$ cat src/rtl/gf180mcu_osu_sc_gp9t3v3_nor_reduce_pipe_if.sv
// Bus for the pipelined NOR/OR reduction block: stall enable, input valid,
// packed channel inputs, registered result and result valid.
interface gf180mcu_osu_sc_gp9t3v3_nor_reduce_pipe_if #(
  parameter int WIDTH    = 4,
  parameter int CHANNELS = 2
) ();
  logic                      EN;
  logic                      VI;
  logic [CHANNELS*WIDTH-1:0] A;
  logic [CHANNELS-1:0]       Y;
  logic                      VO;

  // Upstream producer / result consumer side.
  modport master (
    output EN,
    output VI,
    output A,
    input  Y,
    input  VO
  );

  // Reduction pipeline side.
  modport slave (
    input  EN,
    input  VI,
    input  A,
    output Y,
    output VO
  );
endinterface

$ cat src/rtl/gf180mcu_osu_sc_gp9t3v3_nor_reduce_pipe.sv
// Multi-channel wide NOR (or OR) reduction followed by a STAGES-deep
// register pipeline with a valid bit and a global stall enable. Data
// registers only load when the value feeding them is valid, so idle
// cycles do not toggle the data path and Y keeps the last valid result.
module gf180mcu_osu_sc_gp9t3v3_nor_reduce_pipe #(
  parameter int WIDTH    = 4,
  parameter int CHANNELS = 2,
  parameter int STAGES   = 2,
  parameter int INVERT   = 1
) (
  input logic CLK,
  input logic RN,
  gf180mcu_osu_sc_gp9t3v3_nor_reduce_pipe_if.slave bus
);

  // Reject illegal configurations at elaboration rather than clamping them.
  if (WIDTH < 2 || WIDTH > 16) begin : g_bad_width
    $error("gf180mcu_osu_sc_gp9t3v3_nor_reduce_pipe: WIDTH must be 2..16");
  end
  if (CHANNELS < 1 || CHANNELS > 8) begin : g_bad_channels
    $error("gf180mcu_osu_sc_gp9t3v3_nor_reduce_pipe: CHANNELS must be 1..8");
  end
  if (STAGES < 1 || STAGES > 4) begin : g_bad_stages
    $error("gf180mcu_osu_sc_gp9t3v3_nor_reduce_pipe: STAGES must be 1..4");
  end
  if (INVERT < 0 || INVERT > 1) begin : g_bad_invert
    $error("gf180mcu_osu_sc_gp9t3v3_nor_reduce_pipe: INVERT must be 0 or 1");
  end

  logic [CHANNELS-1:0]              red_s;
  logic [STAGES-1:0][CHANNELS-1:0]  data_q;
  logic [STAGES-1:0][CHANNELS-1:0]  data_d;
  logic [STAGES-1:0]                valid_q;
  logic [STAGES-1:0]                valid_d;

  // Per-channel reduction of the raw inputs; channels never interact.
  always_comb begin
    red_s = '0;
    for (int c = 0; c < CHANNELS; c++) begin
      if (INVERT != 0) begin
        red_s[c] = ~(|bus.A[c*WIDTH +: WIDTH]);
      end else begin
        red_s[c] = |bus.A[c*WIDTH +: WIDTH];
      end
    end
  end

  // Next-state for every stage: advance only on EN, load data only when valid.
  always_comb begin
    data_d  = data_q;
    valid_d = valid_q;
    if (bus.EN) begin
      valid_d[0] = bus.VI;
      if (bus.VI) begin
        data_d[0] = red_s;
      end else begin
        data_d[0] = data_q[0];
      end
      for (int k = 1; k < STAGES; k++) begin
        valid_d[k] = valid_q[k-1];
        if (valid_q[k-1]) begin
          data_d[k] = data_q[k-1];
        end else begin
          data_d[k] = data_q[k];
        end
      end
    end else begin
      data_d  = data_q;
      valid_d = valid_q;
    end
  end

  // Pipeline registers; asynchronous reset drops everything in flight.
  always_ff @(posedge CLK or negedge RN) begin
    if (!RN) begin
      data_q  <= '0;
      valid_q <= '0;
    end else begin
      data_q  <= data_d;
      valid_q <= valid_d;
    end
  end

  assign bus.Y  = data_q[STAGES-1];
  assign bus.VO = valid_q[STAGES-1];

endmodule

$ cat src/flat_wrapper.sv
// flat-port wrapper written by rule: the top's interface ports become plain ports
module gf180mcu_osu_sc_gp9t3v3_nor_reduce_pipe_flat 
#(
  parameter int WIDTH    = 4,
  parameter int CHANNELS = 2,
  parameter int STAGES   = 2,
  parameter int INVERT   = 1
)
  (CLK, RN, bus_EN, bus_VI, bus_A, bus_Y, bus_VO);
  gf180mcu_osu_sc_gp9t3v3_nor_reduce_pipe_if #(.WIDTH(WIDTH), .CHANNELS(CHANNELS)) bus_i ();
  input logic CLK;
  input logic RN;
  input wire logic [$bits(bus_i.EN)-1:0] bus_EN;
  input wire logic [$bits(bus_i.VI)-1:0] bus_VI;
  input wire logic [$bits(bus_i.A)-1:0] bus_A;
  output wire logic [$bits(bus_i.Y)-1:0] bus_Y;
  output wire logic [$bits(bus_i.VO)-1:0] bus_VO;
  assign bus_i.EN = bus_EN;
  assign bus_i.VI = bus_VI;
  assign bus_i.A = bus_A;
  assign bus_Y = bus_i.Y;
  assign bus_VO = bus_i.VO;
  gf180mcu_osu_sc_gp9t3v3_nor_reduce_pipe #(.WIDTH(WIDTH), .CHANNELS(CHANNELS), .STAGES(STAGES), .INVERT(INVERT)) u_core (.CLK(CLK), .RN(RN), .bus(bus_i));
endmodule
$ cat config.mk
export PLATFORM = sky130hd
export DESIGN_NAME = gf180mcu_osu_sc_gp9t3v3_nor_reduce_pipe_flat
export DESIGN_NICKNAME = d
export VERILOG_FILES = /design/src/rtl/gf180mcu_osu_sc_gp9t3v3_nor_reduce_pipe_if.sv /design/src/rtl/gf180mcu_osu_sc_gp9t3v3_nor_reduce_pipe.sv /design/src/flat_wrapper.sv
export SDC_FILE = /design/constraint.sdc
export NUM_CORES = 1
export LEC_CHECK = 0
export ABC_AREA = 1
export BUFFER_PORTS_ARGS = -buffer_cell sky130_fd_sc_hd__buf_2
export CAP_MARGIN = 40
export CORE_AREA = 2 2 39 41
export CTS_CLUSTER_DIAMETER = 30
export DETAILED_ROUTE_END_ITERATION = 6
export DIE_AREA = 0 0 41 43
export HOLD_SLACK_MARGIN = 0.12
export SLEW_MARGIN = 10
export SYNTH_ARGS = -nofsm -noshare
export SYNTH_HDL_FRONTEND = slang
export SYNTH_SLANG_ARGS = --single-unit
$ cat constraint.sdc
create_clock -name CLK -period 1.7 [get_ports CLK]
set_clock_uncertainty 0.1 [all_clocks]
set_input_delay 0.255 -clock CLK [delete_from_list [all_inputs] [get_ports CLK]]
set_output_delay 0.255 -clock CLK [all_outputs]
set_load 0.03 [all_outputs]
* After elaboration in Yosys (flattened, before gate mapping) *
Cells that the tools add are included.

storage, ports and cells
  bits in registers = 6
  bits in latches = 0
  bits in writable memories = 0
  ROM bits = 0
  bits of input ports = 12
  output and inout port bits = 3
  word-level logic and storage cells = 9
  memories kept = 0

cells by class
  add/subtract/negate cells = 0
  multipliers = 0
  divide/modulo/power cells = 0
  magnitude comparators = 0
  equal/unequal tests = 0
  shift-type cells = 0
  multiplexer cells = 0
  bitwise gates (word level) = 2
  reductions and logical operators = 4

operators with widths
  kind               number
  $reduce_or A4 Y1   2
  $reduce_and A2 Y1  2
  $not A1 Y1         2

* Logic depth before layout (Yosys ltp) *
Gate-level depths: netlist of run 1.

  depth after elaboration = 2
  gate-level depth with buffers = 4
  mapped depth without buffers = 4

* Worst setup path after synthesis of run 1 *
Ideal clock, no wire load.

  path kind = register to output
  from = register u_core.data_q (netlist bit u_core.bus.Y[0])
  to = output port bus_Y[0]
  arrival = 0.512 ns
  path slack = 0.833 ns
  stages on the path, launching flop included = 2
  path buffers = 1
  cell sequence = dfrtp_1 -> buf_4

RTL lines
  element                   line                                           source
  start: declaration        gf180mcu_osu_sc_gp9t3v3_nor_reduce_pipe.sv:31  logic [STAGES-1:0][CHANNELS-1:0] data_q;
  start signal: assignment  gf180mcu_osu_sc_gp9t3v3_nor_reduce_pipe.sv:79  data_q <= data_d;
  end: declaration          flat_wrapper.sv:16                             output wire logic [$bits(bus_i.Y)-1:0] bus_Y;

No word-level cell between the ends.

* Worst setup path in the final report of run 1 *
  from = register u_core.data_q (netlist bit u_core.bus.Y[1])
  to = output port bus_Y[1]

No word-level cell between the ends.

==> results of run 1 <==
[power groups by stage]
stage | clock, W | sequential [W] | combinational [W]
final | 0.000122 | 0.000160 | 0.0000541
after global routing | 0.000140 | 0.000161 | 0.0000601
after CTS | 0.000130 | 0.000160 | 0.0000550
after detailed placement | 0 | 0.000162 | 0.0000531
after global placement | 0 | 0.000161 | 0.0000528
after floorplan | 0 | 0.000166 | 0.0000262
[cell families after synthesis]
family / after synthesis / share of synthesized area [%]
AO/OA/AOI/OAI: 2 / 3.69
buffers and inverters: 5 / 9.68
flip-flops: 6 / 55.3
AND/OR/NAND/NOR: 18 / 31.3
[worst paths after layout]
| kind | from | to | slack (ns) | depth (start not counted) |
|---|---|---|---|---|
| min | bus_A[7] | u_core.data_q[1] | 0.17 | 4 |
| max reg2reg | u_core.valid_q[0] | u_core.valid_q[1] | 0.89 | 2 |
| max in group asynchronous | RN | u_core.valid_q[1] | 1.09 | 2 |
| min in group asynchronous | RN | u_core.bus.Y[1] | 0.27 | 2 |
| min reg2reg | u_core.bus.Y[1] | u_core.bus.Y[1] | 0.36 | 2 |
| max | u_core.bus.Y[1] | bus_Y[1] | 0.57 | 1 |
[synthesized netlist by cell type (all sizes together)]
cell	count
nand3	4
dfrtp	6
nor2	4
nand2	10
inv	3
o21ai	2
buf	2
[timing repair]
action / in CTS / in global routing
setup endpoints to repair: 0 / 0
hold buffers: 1 / 0
endpoints found under the hold margin: 6 / 0
[layer usage]
metal  GRT usage (%)  vias to the layer above
met2            7.50                       15
li1                -                      130
met4            6.00                        0
met5               0                        -
met3            3.14                        0
met1            8.85                       90
[final cells by class]
type,instances,area share [%]
multi-input cells,20,25.1
well taps,16,5.28
clock buffers,3,5.94
repair buffers,15,21.1
flip-flops and latches,6,39.6
inverters,3,2.97
[registers in the layout, summed over array words and instances (netlist names)]
register,flops
u_core.data_q,2
u_core.valid_q,2
u_core.bus.Y,2
[stage by stage]
step	instances	hold slack [ns]
after floorplan	31	-0.141
after global placement	59	-0.0161
after detailed placement	59	-0.0153
after CTS	63	0.165
after global routing	63	0.169
final	63	0.173
==> metrics.txt, run 1 <==
status complete, no violations; worst-case clock buffer depth 2; Top Metal Used met3; largest net degree at the start of global routing 7; Worst Hold Class in -> reg; WL final between 400 and 500 um; Buffers & Inverters on Critical Path 1; FP Rows 14; top post-synthesis cells by area dfrtp_1, nand2_1, nor2_2, nand3_1, buf_4; chip width 41 um; CP Max Fanout 2; post-route cell area 379 um2; DRC violations left 0; fraction of layout cells with a size suffix above 1 between 40% and 50%; PD cells 886 nW/um2; Detailed Place HPWL 408 um; slowest stage cell on the critical path dfrtp_1; # IOs 15; unrepaired setup endpoints after global routing no; CTS tree yes; Post-Route Utilization a little over a quarter; final hold vios 0; worst slack at placement 0.814 ns; Switch Pwr ~0.000081 W; Clock transition at path regs 0.04 ns; Final #Nets 61; Max Freq 885 MHz; DR iter-0 viols 1; Root Buffer clkbuf_4; Total Power about 0.00034 W; Tmin final 1.13 ns; post-route setup slack 0.570 ns; Synth area leader dfrtp_1; Avg Cell Area, Syn 8.76 um2; critical-path cell list buf_2; PortBufs 14; first-pass GRT wire length 752 um; slew margin rel. 90.0%; met2 wire len 182 um; gp weighted congestion 0.664; Sw Share roughly 24%; FILL cells 155; crit path DAT around 0.78 ns; initial antenna violation count 0; synth-to-layout area growth 39.6%; Unique masters post-synth 9; H-tree levels 1; Slew @ Worst Pin between 0.1 and 0.15 ns; total internal power 0.000255 W; CP endpoint kind output port; Vias per Instance 3.73; Starting Density 19.6%; Max VDD drop approximately 0.00026 V; vias in the first global route 201; register area 150 um2; combinational fraction of design power 16.1%; Global Route Usage Sum approximately 6.7%; commonest non-fill, non-tap cell in the layout buf_2; antenna-violating nets left 0; area of the multi-input gates 95.1 um2; post-synthesis register bit count 6; CP Class reg -> out; average routed wire per standard cell 7.49 um; Crit path required time 1.34 ns; Top Family by Delay on Critical Path flip-flops; Seq/Total Area, Yosys 55.3%; Largest stage delay, worst path 0.37 ns; wire length on met1 ~220 um; Post-Syn Area 272 um2; DR vias 235; antenna cells 0; worst-skew pair later-pin latency between 0.2 and 0.25 ns; height of the die ~43 um; crit share post-route 66.5%; leakage 0.218 nW; post-CTS resize count 0; Post-CTS Setup Inserts 0; total grt overflow 0; Syn Inst Count 31; die area ~1800 um2; most frequent cells in the layout buf_2, nand2_1, dfrtp_1, nand3_1, nor2_2; Final TNS setup 0 ns; CTS Sinks 6; Post-Syn Nets 43; core area 1380 um2; Synth warnings 0; Startpoint Class flop; Clk network pwr share 36.4%; Slew Limit Fails 0; Synth top area share 55.3%; setup violators final 0; dpl cell area 347 um2; met3 WL post-DR 66 um; DRT Pass-1 Iters 2; Reg power frac 47.5%; Num CTS Buffers 3; maximum capacitance violations 0
Power figures use the tool's default switching activity.
==> run 2: changes to the inputs <==
--- a/config.mk
+++ b/config.mk
@@ -5,7 +5,7 @@
 export SDC_FILE = /design/constraint.sdc
 export NUM_CORES = 1
 export LEC_CHECK = 0
-export ABC_AREA = 1
+export ABC_AREA = 0
 export BUFFER_PORTS_ARGS = -buffer_cell sky130_fd_sc_hd__buf_2
 export CAP_MARGIN = 40
 export CORE_AREA = 2 2 39 41
==> constraint.sdc (replaced) <==
create_clock -name CLK -period 1 [get_ports CLK]
set_clock_uncertainty 0.1 [all_clocks]
set_input_delay 0.15 -clock CLK [delete_from_list [all_inputs] [get_ports CLK]]
set_output_delay 0.15 -clock CLK [all_outputs]
set_load 0.03 [all_outputs]
==> run 2 against run 1 <==
Effect of this change: the run now ends with setup timing left; clock-buffer cell count did not move; register-to-register slack got worse by 0.90 ns; total power rose by 82%; utilization rose by 1.9 points; via count fell by 11%; global-route usage rose by 1.8 points; flip-flop and latch count did not move; first-iteration DRC count did not move; sequential power rose by 71%; non-clock buffer count rose by 3; die area did not move; largest power group unchanged.
==> metrics.txt, run 2 <==
setup violators final 4 (+4); initial antenna violation count 0 (unchanged); crit share post-route 101%; top-count cell post-synth dfrtp_1; commonest non-fill, non-tap cell in the layout buf_2; dpl cell area 323 um2 (-6.9%); Most used DFF post-synth dfrtp_1; DRC violations left 0 (unchanged); H-tree levels 1 (unchanged); average routed wire per standard cell 10.1 um (+35%); CTS tree yes; Final #Nets 53 (-13%); fraction of layout cells with a size suffix above 1 53.8% (+4.9 points); Max VDD drop 0.000529 V (+100%); Startpoint Class flop; Reg2Reg Setup Slack -0.01 ns (-0.90 ns); Synth area leader dfrtp_1; hold_ws 0.0840 ns (-0.0892 ns); Largest stage delay, worst path 0.38 ns (about the same); Global Route Usage Sum 8.47% (+1.8 points); slew margin rel. 84.5% (-5.5 points); Crit path required time 1.02 ns (-0.32 ns); gp weighted congestion 0.597 (-10%); DR vias 208 (-11%); core area 1380 um2 (unchanged); Seq/Total Area, Yosys 60.6% (+5.3 points); Clock transition at path regs 0.04 ns (about the same); Synth warnings 0 (unchanged); Starting Density 17.9% (-1.7 points); hold path start bus_VI; most frequent cells in the layout buf_2, dfrtp_1, mux2_1, clkbuf_4, buf_6; worst-case clock buffer depth 2 (unchanged); Num CTS Buffers 3 (unchanged); Syn Inst Count 20 (-35%); antenna-violating nets left 0 (unchanged); total grt overflow 0 (unchanged); Unique masters post-synth 7 (-2); Worst Hold Class in -> reg; final hold vios 0 (unchanged); worst slack at placement -0.0175 ns (-0.832 ns); fraction of registers with async set/reset 100% (unchanged); DR iter-0 viols 1 (unchanged); slowest stage cell on the critical path dfrtp_1; R2R cell count 2 (unchanged); crit path DAT 1.04 ns (+0.26 ns); Slew @ Worst Pin 0.230 ns (+0.0813 ns); CTS Sinks 6 (unchanged); top post-synthesis cells by area dfrtp_1, mux2_1, buf_4, nor4_1, o21ai_0; maximum capacitance violations 0 (unchanged); die area 1760 um2 (unchanged); WL final 555 um (+18%); Slew Limit Fails 0 (unchanged); Max Freq 986 MHz; Synth top area share 60.6% (+5.3 points); R2R Path Start u_core.valid_q[0]; Hold Path Depth 3 (-1); CP endpoint kind flop; Post-synth top cells dfrtp_1, mux2_1; Buffers & Inverters on Critical Path 0 (-1); leakage 0.218 nW (about the same); Root Buffer clkbuf_4; Post-Syn Nets 32 (-26%); Hold Path End u_core.valid_q[0]; post-synthesis register bit count 6 (unchanged); Tmin final 1.01 ns; PD cells 1510 nW/um2 (+70%); DRT Pass-1 Iters 2 (unchanged); unrepaired setup endpoints after global routing yes; Post-Route Utilization 29.3% (+1.9 points); worst-skew pair later-pin latency 0.24 ns (about the same); failing checks setup timing; worst r2r dst u_core.bus.Y[1]; EDFF count, synth 0 (unchanged); first-pass GRT wire length 945 um (+26%); Vias per Instance 3.78 (+1.4%); Final TNS setup -0.0455 ns (-0.0455 ns); vias in the first global route 245 (+22%); FP Rows 14 (unchanged); critical-path cell list nand2_2, mux2_1; Post-Syn Area 248 um2 (-8.8%); antenna cells 0 (unchanged); Top Family by Delay on Critical Path flip-flops; Avg Cell Area, Syn 12.4 um2 (+41%); # IOs 15 (unchanged); synth-to-layout area growth 63.6%; PortBufs 14 (unchanged); height of the die 43 um (unchanged); status finished with violations; largest net degree at the start of global routing 7 (unchanged); post-route setup slack -0.0145 ns (-0.584 ns); CP Max Fanout 3 (+1); CP Class reg -> reg; post-route cell area 405 um2 (+6.9%); chip width 41 um (unchanged)
==> run 2: changes by cell type after synthesis <==
cell     before  now
nor2_2        4    0
nand3_1       4    0
nor4_1        0    2
nand2_2       1    0
inv_2         1    0
mux2_1        0    4
nand2_1       9    2
==> run 2: per-layer routing <==
metal	share of wire, %	track usage (%)	vias to the layer above
met1	40	9.12	97
li1	-	-	104
met4	0	6.00	0
met2	52	12.8	7
met3	8.1	3.14	0
met5	0	0	-
==> run 2: where the power goes <==
group	internal [W]	switching, W
clock network	0.000136	0.0000838
logic	0.0000639	0.0000541
registers	0.000262	0.0000117
total	0.000462	0.000150
==> run 2: how the worst max path moves through the flow <==
stage,startpoint,to,cells past startpoint
6_report,u_core.valid_q[0],u_core.bus.Y[1],2
5_1_grt,u_core.bus.Y[1],bus_Y[1],1
4_1_cts,u_core.bus.Y[1],bus_Y[1],1
3_5_place_dp,u_core.valid_q[0],u_core.bus.Y[1],2
3_3_place_gp,u_core.valid_q[0],u_core.bus.Y[0],2
2_1_floorplan,u_core.valid_q[0],u_core.bus.Y[0],2
==> run 2: cell families after synthesis <==
family	after synthesis	share of synthesized area, %
buffers and inverters	4	9.09
AND/OR/NAND/NOR	4	8.08
AO/OA/AOI/OAI	2	4.04
multiplexers	4	18.2
flip-flops	6	60.6
==> run 2: layout make-up <==
type,count,area (um2)
fillers,153,978
repair buffers,18,124
multi-input cells,10,81.3
clock buffers,3,22.5
inverters,2,7.51
well taps,16,20.0
flip-flops and latches,6,150
==> run 2: worst register-to-register path: stages, from the launching register on <==
cell and delay [ns]:
dfrtp_1 0.38, nand2_2 0.09, mux2_1 0.32
==> run 2: repair_timing <==
item,in CTS,in global routing
gates resized for setup,8,0
pin swaps,1,1
cloned,0,0
setup buffers,0,2
hold buffers,1,1
endpoints found under the setup margin,5,5
endpoints found under the hold margin,8,2
==> run 2: per-stage QoR <==
step | instances | power, W
4_1_cts | 52 | 0.000612
2_1_floorplan | 20 | 0.000325
6_report | 55 | 0.000611
3_3_place_gp | 48 | 0.000356
3_5_place_dp | 48 | 0.000359
5_1_grt | 55 | 0.000654
